`src/rtl/grid_cursor.sv`:
```
// -----------------------------------------------------------------------------
// grid_cursor
//
// Tile-cursor controller for the VGA grid.
//
// Debounced direction levels from the keyboard decoder move a registered
// (curh, curv) tile position. A held key produces a move immediately, a second
// move after REPEAT_DELAY cycles, and further moves every REPEAT_RATE cycles.
// Each axis steps independently, so diagonal moves are allowed.
//
// Optional feature macro: GRID_CURSOR_WRAP_EN
//   defined     - a step past an edge wraps to the opposite edge; bump stays 0
//   not defined - a step past an edge is clamped and reported on bump
//
// Ports
//   clk    in   system clock
//   rst    in   asynchronous, active-low reset
//   up     in   direction level (down has priority)
//   down   in   direction level
//   left   in   direction level (left has priority over right)
//   right  in   direction level
//   home   in   jump to (HOME_H, HOME_V); FSM returns to IDLE
//   lock   in   freezes position, FSM and timer; beats home and directions
//   curh   out  current column (HW bits), registered
//   curv   out  current row (VW bits), registered
//   moved  out  one-cycle pulse after the position changed
//   bump   out  one-cycle pulse after a requested step hit an edge
//   busy   out  FSM is in HOLD or REPEAT
// -----------------------------------------------------------------------------
module grid_cursor #(
    parameter int H_TILES      = 10,
    parameter int V_TILES      = 6,
    parameter int HW           = 4,
    parameter int VW           = 3,
    parameter int HOME_H       = 0,
    parameter int HOME_V       = 0,
    parameter int REPEAT_DELAY = 25000000,
    parameter int REPEAT_RATE  = 6250000,
    parameter int CNT_W        = 25
) (
    input  logic          clk,
    input  logic          rst,
    input  logic          up,
    input  logic          down,
    input  logic          left,
    input  logic          right,
    input  logic          home,
    input  logic          lock,
    output logic [HW-1:0] curh,
    output logic [VW-1:0] curv,
    output logic          moved,
    output logic          bump,
    output logic          busy
);

    typedef enum logic [1:0] {
        IDLE   = 2'd0,
        HOLD   = 2'd1,
        REPEAT = 2'd2
    } state_t;

    localparam logic [HW-1:0]    H_MAX     = HW'(H_TILES - 1);
    localparam logic [VW-1:0]    V_MAX     = VW'(V_TILES - 1);
    localparam logic [HW-1:0]    H_HOME    = HW'(HOME_H);
    localparam logic [VW-1:0]    V_HOME    = VW'(HOME_V);
    localparam logic [CNT_W-1:0] DELAY_END = CNT_W'(REPEAT_DELAY - 1);
    localparam logic [CNT_W-1:0] RATE_END  = CNT_W'(REPEAT_RATE - 1);

    state_t           state;
    state_t           state_nxt;
    logic [CNT_W-1:0] timer;
    logic [3:0]       req;
    logic [3:0]       last_req;

    logic [HW-1:0]    step_h;
    logic [VW-1:0]    step_v;
    logic             blocked;
    logic             step_moved;

    logic             do_step;
    logic             timer_clr;
    logic             timer_inc;
    logic             load_last;

    // Resolved request: {left, right, down, up} with left/down winning their axis.
    assign req = {left, right & ~left, down, up & ~down};

    // Candidate position for a step; edges compare before any +/-1 so the
    // arithmetic never leaves the legal tile range.
    always_comb begin
        step_h  = curh;
        step_v  = curv;
        blocked = 1'b0;
        if (req[3]) begin
            if (curh == '0) begin
`ifdef GRID_CURSOR_WRAP_EN
                step_h = H_MAX;
`else
                blocked = 1'b1;
`endif
            end else begin
                step_h = curh - 1'b1;
            end
        end else if (req[2]) begin
            if (curh == H_MAX) begin
`ifdef GRID_CURSOR_WRAP_EN
                step_h = '0;
`else
                blocked = 1'b1;
`endif
            end else begin
                step_h = curh + 1'b1;
            end
        end
        if (req[1]) begin
            if (curv == V_MAX) begin
`ifdef GRID_CURSOR_WRAP_EN
                step_v = '0;
`else
                blocked = 1'b1;
`endif
            end else begin
                step_v = curv + 1'b1;
            end
        end else if (req[0]) begin
            if (curv == '0) begin
`ifdef GRID_CURSOR_WRAP_EN
                step_v = V_MAX;
`else
                blocked = 1'b1;
`endif
            end else begin
                step_v = curv - 1'b1;
            end
        end
    end

    assign step_moved = (step_h != curh) || (step_v != curv);

    // FSM state register
    always_ff @(posedge clk or negedge rst) begin
        if (!rst) begin
            state <= IDLE;
        end else begin
            state <= state_nxt;
        end
    end

    // FSM next state; lock freezes it, home forces IDLE
    always_comb begin
        state_nxt = state;
        if (!lock) begin
            if (home) begin
                state_nxt = IDLE;
            end else begin
                case (state)
                    IDLE: begin
                        if (req != '0) state_nxt = HOLD;
                    end
                    HOLD: begin
                        if (req == '0)                  state_nxt = IDLE;
                        else if (req != last_req)       state_nxt = HOLD;
                        else if (timer == DELAY_END)    state_nxt = REPEAT;
                    end
                    REPEAT: begin
                        if (req == '0)                  state_nxt = IDLE;
                        else if (req != last_req)       state_nxt = HOLD;
                    end
                    default: state_nxt = IDLE;
                endcase
            end
        end
    end

    // FSM outputs: step strobe and timer / last_req controls
    always_comb begin
        do_step   = 1'b0;
        timer_clr = 1'b0;
        timer_inc = 1'b0;
        load_last = 1'b0;
        if (!lock) begin
            if (home) begin
                timer_clr = 1'b0 | 1'b1;
            end else begin
                case (state)
                    IDLE: begin
                        if (req != '0) begin
                            do_step   = 1'b1;
                            timer_clr = 1'b1;
                            load_last = 1'b1;
                        end
                    end
                    HOLD, REPEAT: begin
                        if (req == '0) begin
                            timer_clr = 1'b1;
                        end else if (req != last_req) begin
                            // A different key combination counts as a fresh press
                            do_step   = 1'b1;
                            timer_clr = 1'b1;
                            load_last = 1'b1;
                        end else if (timer == ((state == HOLD) ? DELAY_END : RATE_END)) begin
                            do_step   = 1'b1;
                            timer_clr = 1'b1;
                        end else begin
                            timer_inc = 1'b1;
                        end
                    end
                    default: timer_clr = 1'b1;
                endcase
            end
        end
    end

    assign busy = (state != IDLE);

    // Position, timer and event pulses
    always_ff @(posedge clk or negedge rst) begin
        if (!rst) begin
            curh     <= H_HOME;
            curv     <= V_HOME;
            timer    <= '0;
            last_req <= '0;
            moved    <= 1'b0;
            bump     <= 1'b0;
        end else begin
            moved <= 1'b0;
            bump  <= 1'b0;
            if (!lock) begin
                if (home) begin
                    curh  <= H_HOME;
                    curv  <= V_HOME;
                    moved <= (curh != H_HOME) || (curv != V_HOME);
                end else if (do_step) begin
                    curh  <= step_h;
                    curv  <= step_v;
                    moved <= step_moved;
                    bump  <= blocked;
                end
            end
            if (timer_clr) begin
                timer <= '0;
            end else if (timer_inc) begin
                timer <= timer + 1'b1;
            end
            if (load_last) begin
                last_req <= req;
            end
        end
    end

endmodule

```
`config.mk`:
```
export PLATFORM = sky130hd
export DESIGN_NAME = grid_cursor
export DESIGN_NICKNAME = d
export VERILOG_FILES = /design/src/rtl/grid_cursor.sv
export SDC_FILE = /design/constraint.sdc
export NUM_CORES = 1
export LEC_CHECK = 0
export CAP_MARGIN = 30
export CORE_UTILIZATION = 40
export CTS_BUF_LIST = sky130_fd_sc_hd__clkbuf_16
export DETAILED_ROUTE_END_ITERATION = 7
export PLACE_DENSITY = 0.6
export REMOVE_ABC_BUFFERS = 1
export SYNTH_ARGS = -nofsm -noshare
export SYNTH_HDL_FRONTEND = slang
export SYNTH_SLANG_ARGS = --single-unit
```
`constraint.sdc`:
```
create_clock -name clk -period 3.9 [get_ports clk]
set_input_delay 0.78 -clock clk [delete_from_list [all_inputs] [get_ports clk]]
set_output_delay 0.78 -clock clk [all_outputs]
set_load 0.01 [all_outputs]
```
After elaboration in Yosys (flattened, before gate mapping)
Cells that the tools add are included.

Add/sub/neg operators: 5. Eq/ne operators: 12. Mux-type cells: 59. Bitwise gates (word level): 5. Reduce and logical (&&, ||, !) cells: 15.

Operators with widths (count): $mux W25 (3); $mux W1 (33); $add A25 B1 Y25 const B (1); $eq A25 B25 Y1 (1); $eq A25 B25 Y1 const B (1); $mux W4 (6); $mux W3 (6); $mux W2 (7); $logic_not A4 Y1 (2); $ne A4 B4 Y1 (2); $reduce_bool A4 Y1 (2); $pmux W1 S2 (3); $pmux W2 S3 (1); $reduce_bool A2 Y1 (3); $ne A5 B5 Y1 const B (1); $add A4 B1 Y4 const B (1); $eq A4 B4 Y1 const B (1); $ne A4 B4 Y1 const B (1); $reduce_and A4 Y1 (1); $sub A4 B1 Y4 const B (1); $add A3 B1 Y3 const B (1); $eq A3 B3 Y1 const B (1); $logic_not A3 Y1 (1); $ne A3 B3 Y1 (1); other kinds (11) (15).

Flip-flop bits (word level): 40. Input port bits: 8. Output and inout port bits: 10. Word-level logic and storage cells: 103.

Logic depth before layout (Yosys ltp)
Gate-level depths: netlist of the first run.

Depth in word-level cells: 12. Depth in mapped cells: 8. Mapped depth without buffers: 7.

Least setup slack after synthesis of the first run
OpenSTA, ideal clock, no wires.

Path type: input -> register. Start: input right. End: register curh[0]. Library setup time: 0.139 ns. Arrival time: 2.384 ns. Path slack: 1.377 ns. Stages: 6. Path buffers: 1. Path through: clkbuf_1 -> nor4_1 -> nor4_1 -> nor2b_1 -> a41oi_2 -> o221ai_1.

Longest elaborated chain between the ends: 9.

RTL lines: start, declared (line 46) `input logic right,`; $and A1 B1 Y1 (*) (line 86) `assign req = {left, right & ~left, down, up & ~down};`; $ne A4 B4 Y1 (line 196) `end else if (req != last_req) begin`; $mux W1 (line 196); $mux W1 (line 194) `if (req == '0) begin`; $pmux W1 S2 (line 185) `case (state)`; $mux W1 (line 182) `if (home) begin`; $mux W1 (line 181) `if (!lock) begin`; $reduce_bool A2 Y1 (no line); $reduce_and A2 Y1 (no line); end signal, assigned (line 234) `curh <= step_h;`; end, declared (line 49) `output logic [HW-1:0] curh,`.

Mark *: on every way between the ends. The rest lies on a longest branch, timed or not. The select of a mux whose other input is x is not followed. A chain may end at the register's enable or synchronous reset.

Worst setup path after layout of the first run
Start: register timer[8]. End: register curv[1].

Longest elaborated chain between the ends: 9.

RTL lines: start, declared (line 71) `logic [CNT_W-1:0] timer;`; start signal, assigned (line 243) `timer <= timer + 1'b1;`; $eq A25 B25 Y1 (line 201) `end else if (timer == ((state == HOLD) ? DELAY_END : RATE_END)) begin`; $mux W1 (line 201); $mux W1 (line 196); $mux W1 (line 194); $pmux W1 S2 (line 185); $mux W1 (line 182); $mux W1 (line 181); $reduce_bool A2 Y1 (no line); $reduce_and A2 Y1 (no line); end signal, assigned (line 235) `curv <= step_v;`; end, declared (line 50) `output logic [VW-1:0] curv,`.

Every way passes these cells.

==> results of run 1 <==
-- cells in the final DEF, fill, tap and decap left out, drive strengths merged, types with 7 or more instances in the layout --
| master | count |
|---|---|
| nand4 | 11 |
| clkdlybuf4s50 | 16 |
| nor2 | 36 |
| xor2 | 12 |
| inv | 12 |
| o21ai | 10 |
| a21oi | 11 |
| nand2 | 21 |
| buf | 9 |
| ha | 12 |
| dfrtp | 40 |
| nand3 | 16 |
| nor3 | 7 |
| xnor2 | 10 |
-- how the worst max path moves through the flow --
stage	slack [ps]	to	start	cells past startpoint
final	1120	curv[1]	timer[8]	5
after global routing	1030	timer[22]	down	7
after CTS	1110	curv[1]	timer[8]	5
after detailed placement	900	timer[13]	right	8
after global placement	880	timer[11]	right	8
after floorplan	1220	timer[10]	timer[8]	5
-- routing by layer --
layer	share of wire (%)	wire (µm)	up-vias	GRT usage (%)
met4	2.0	125	0	8.31
met5	0	0	-	0
met1	45	2880	1104	24.1
met3	3.7	235	12	3.74
li1	-	-	1148	-
met2	49	3140	45	35.3
-- logic make-up (layout without fill, tap and decap cells) --
logic type | Yosys count | in the layout | share of synthesized area, %
multiplexers | 7 | 7 | 3.29
XOR/XNOR | 22 | 22 | 7.13
flip-flops | 40 | 40 | 37.1
AO/OA/AOI/OAI | 58 | 58 | 16.7
adder cells (fa/ha/maj) | 12 | 12 | 5.56
buffers and inverters | 22 | 45 | 3.52
AND/OR/NAND/NOR | 136 | 136 | 26.8
-- final cells by class --
class,instances,area [µm²]
repair buffers,25,245
fillers,591,3260
well taps,77,96.3
inverters,12,45.0
clock inverters,3,42.5
flip-flops and latches,40,1000
clock buffers,5,125
multi-input cells,235,1610
-- registers in the layout, indices dropped and copies added, names as in the netlist --
signal	count
bump	1
state	2
timer	25
curh	4
moved	1
curv	3
last_req	4
-- worst max-delay path, stage by stage (launching register included) --
cell and delay, ps:
dfrtp_1 420, or4_1 550, or4_4 540, a2111o_1 560
a41oi_2 400, o221ai_1 160
-- report_power, final --
part | internal, mW | switching, mW | total, mW
sequential | 0.469 | 0.0779 | 0.547
combinational | 0.270 | 0.288 | 0.558
clock | 0.301 | 0.173 | 0.474
-- metrics by stage --
step | std cells | worst slack (ps)
floorplan | 287 | 1220
CTS | 396 | 1110
global placement | 388 | 880
detailed placement | 388 | 900
global route | 397 | 1030
finish | 397 | 1120
==> flow_metrics.tcl, run 1 <==
set metrics [dict create \
    outcome "complete, but fails checks" \
    failed_checks "DRC" \
    endpoint_kind "flip-flop" \
    regToRegStartpoint "timer[8]" \
    nets 339 \
    antennaDiodeCount 0 \
    start_util_pct 42.1 \
    hp-class "in2async" \
    hold_viol 0 \
    fin_tns_setup_ps 0 \
    ys_seq_area_share_pct 37.1 \
    synth.area.top_cells "dfrtp_1, ha_1, nor2_1" \
    dp_hpwl_um 4600 \
    htree_levels 2 \
    postCtsHoldBufs 0 \
    clock-root-buffer "clkbuf_16" \
    irDropWorstVdd_mv 0.212 \
    yosysMostFrequentCell "dfrtp_1" \
    crit_required_ps 4040 \
    worstSetupPathType "reg2reg" \
    ys_ff_latch 40 \
    drtIter0Drc 101 \
    grt-ovfl-total 0 \
    ant_nets 0 \
    setup_viol 0 \
    yosys_warnings 0 \
    drc 6 \
    cts_setup_buffers 0 \
    grt_pass1_vias 2359 \
    clk_pin_slew_worst_paths_ps 70 \
    portBuffers 17 \
    power.total_mw 1.58 \
    whs_ps 445 \
    cts_tree "built" \
    syn-instance-count 297 \
    synth.avg_cell_area_um2 9.10 \
    fin_area_um2 3160 \
    vias 2309 \
    syn_area_um2 2700 \
    routed_wl_um 6390 \
    pin_count 18 \
    cts_resized 0 \
    synthArstFlopShare_pct 100 \
    antenna_found_initial 0 \
    grt_max_degree 41 \
    core_um2 6420 \
    finClkSkew_ps 8.56 \
    syn2layout_area_growth_pct 17.0 \
    gp_congestion 0.845 \
    layout_min_cycle_time_ps 2780 \
    grt_usage_pct 20.0 \
    cap_viol_max_count 0 \
    synth_flop_cell "dfrtp_1" \
    power_density_nw_per_um2 499 \
    place_area_um2 2970 \
    r2r_cells 5 \
    synthTopCellsByCount "dfrtp_1, nor2_1, nand2_1" \
    p_leak_nw 1.27 \
    fmax_mhz 360 \
    vias_per_cell 5.82 \
    wire_per_inst_um 16.1 \
    clk_path_buf_depth 2 \
    rows 29 \
    worst_pin_slew_ps 651 \
    critPathLaunchType "flip-flop" \
    cp.arrival_ps 2920 \
    worst-path-max-fanout 7 \
    numCtsBuffers 5 \
    maxSlewHeadroom_pct 56.6 \
    utilization_pct 49.2 \
    die-area_um2 7090 \
    die_h_um 84.2 \
    yosys.area.top_type "dfrtp_1" \
    ys_types 59 \
    die_w_um 84.2 \
    worst_skew_pair.late_latency_ps 290 \
    drv_slew 0 \
    finalCritPeriodShare_pct 71.2 \
    worstReg2RegEnd "curv[1]" \
    grt_pass1_wl_um 11300 \
    cts_sinks 40 \
    rsz0062_at_grt "false" \
    synth_edf_count 0 \
    regToRegSetupSlack_ps 1120 \
    drive_above_1_share_pct 10.6 \
    dr.pass1.iters 8 \
    synth_top_area_share_pct 37.1 \
]
Power figures use the tool's default switching activity.
==> inputs of run 2 (changes only) <==
PLACE_DENSITY = 0.62   (was 0.6)
clock period = 2.3 ns   (was 3.9 ns; I/O delays follow)
==> flow_metrics.tcl, run 2 (same netlist as run 1, synthesis figures left out) <==
set metrics [dict create \
    outcome "complete, but fails checks" \
    failed_checks "DRC, setup timing" \
    fin_area_um2 3600 \
    worst_skew_pair.late_latency_ps 280 \
    grt_pass1_wl_um 11900 \
    worstReg2RegEnd "timer[0]" \
    maxSlewHeadroom_pct 59.3 \
    grt_usage_pct 20.8 \
    utilization_pct 56.1 \
    finClkSkew_ps 10.3 \
    portBuffers 17 \
    rsz0062_at_grt "true" \
    endpoint_kind "flip-flop" \
    drc 4 \
    cts_sinks 40 \
    finalCritPeriodShare_pct 103 \
    clk_path_buf_depth 2 \
    dp_slack_ps -331 \
    critPathSlowestCell "or4_4" \
    postCtsHoldBufs 0 \
    regToRegSetupSlack_ps -70 \
    syn2layout_area_growth_pct 33.3 \
    antennaDiodeCount 0 \
    critPathLaunchType "flip-flop" \
    vias_per_cell 5.70 \
    cts_tree "built" \
    place_area_um2 3340 \
    fillCellCount 558 \
    layout_commonest_cell "buf_4" \
    layout_common_cells "buf_4, dfrtp_1, nor2_1, nand2_1" \
    worst_pin_slew_ps 606 \
    die_w_um 84.2 \
    drv_slew 0 \
    vias 2546 \
    irDropWorstVdd_mv 0.385 \
    p_leak_nw 1.53 \
    rows 29 \
    clock-root-buffer "clkbuf_16" \
    fmax_mhz 422 \
    grt_max_degree 27 \
    crit_path_cell_trace "or4_4 -> or4_4 -> a2111o_1 -> buf_4 -> nand3_1 -> buf_4 -> o21ai_0" \
    hold_viol 0 \
    dr.pass1.iters 6 \
    drive_above_1_share_pct 25.1 \
    gp_congestion 0.881 \
    worst-path-max-fanout 5 \
    crit_required_ps 2450 \
    hp-class "in2async" \
    layout_min_cycle_time_ps 2370 \
    ant_nets 0 \
    power_density_nw_per_um2 775 \
    start_util_pct 42.1 \
    whs_ps 187 \
    core_um2 6420 \
    largest_reg_flops 25 \
    numCtsBuffers 5 \
    regToRegStartpoint "timer[8]" \
    setup.worst_path.end "timer[0]" \
    antenna_found_initial 0 \
    crit_path_max_incr_delay_ps 530 \
    setup_viol 26 \
    htree_levels 2 \
    grt_pass1_vias 2528 \
    nets 389 \
    clk_pin_slew_worst_paths_ps 70 \
    die-area_um2 7090 \
    r2r_cells 7 \
    routed_wl_um 6990 \
    top_register "timer" \
    wire_per_inst_um 15.6 \
    critPathLaunch "timer[8]" \
    die_h_um 84.2 \
    worstSetupPathType "reg2reg" \
    pin_count 18 \
    cap_viol_max_count 0 \
    drtIter0Drc 90 \
    reg_top3 "timer (25), curh (4), last_req (4)" \
    dp_hpwl_um 5190 \
    fin_ws_ps -70.0 \
    cp.arrival_ps 2520 \
    grt-ovfl-total 0 \
]
## run 2: how the worst min path moves through the flow
stage,start,endpoint,slack (ps),cells after the start
after floorplan,rst,bump,160,0
after global placement,rst,timer[0],510,1
after detailed placement,rst,moved,510,1
after CTS,rst,timer[3],220,1
after global routing,rst,timer[21],250,1
final,rst,timer[3],190,1
## run 2: stage by stage
step	total power [mW]	setup TNS, ps	instances
after floorplan	1.52	-8100	287
after global placement	1.94	-8080	436
after detailed placement	1.95	-7750	436
after CTS	2.79	-1000	446
after global routing	2.98	-2650	447
final	2.79	-884	447
## run 2: worst max-delay path, delay by kind of cell, from the launching register on
family | cells | cell delay [ps]
flops | 1 | 370
compound gates | 2 | 500
buf+inv | 2 | 300
simple gates | 3 | 1060
## run 2: layer usage
layer	track usage, %	wire, µm
met1	26.9	3160
met2	35.4	3440
met3	3.24	239
met4	7.52	146
met5	0	0
## run 2: layout make-up
cell class	count	area, µm²	area share (%)
clock buffers	5	125	3.47
clock inverters	3	46.3	1.29
inverters	12	45.0	1.25
multi-input cells	235	1660	46.2
flip-flops and latches	40	1000	27.8
well taps	77	96.3	2.67
repair buffers	75	624	17.3
## run 2: where the power goes
group	switching (mW)	total [mW]	internal (mW)
sequential	0.130	0.925	0.795
clock	0.291	0.807	0.516
combinational	0.532	1.06	0.529
## run 2: timing repair
action                                  CTS  global route
endpoints found under the setup margin   35            39
hold endpoints to repair                  0             0
resized for setup                         8            10
pin swaps                                 5             6
setup buffers                             2             1
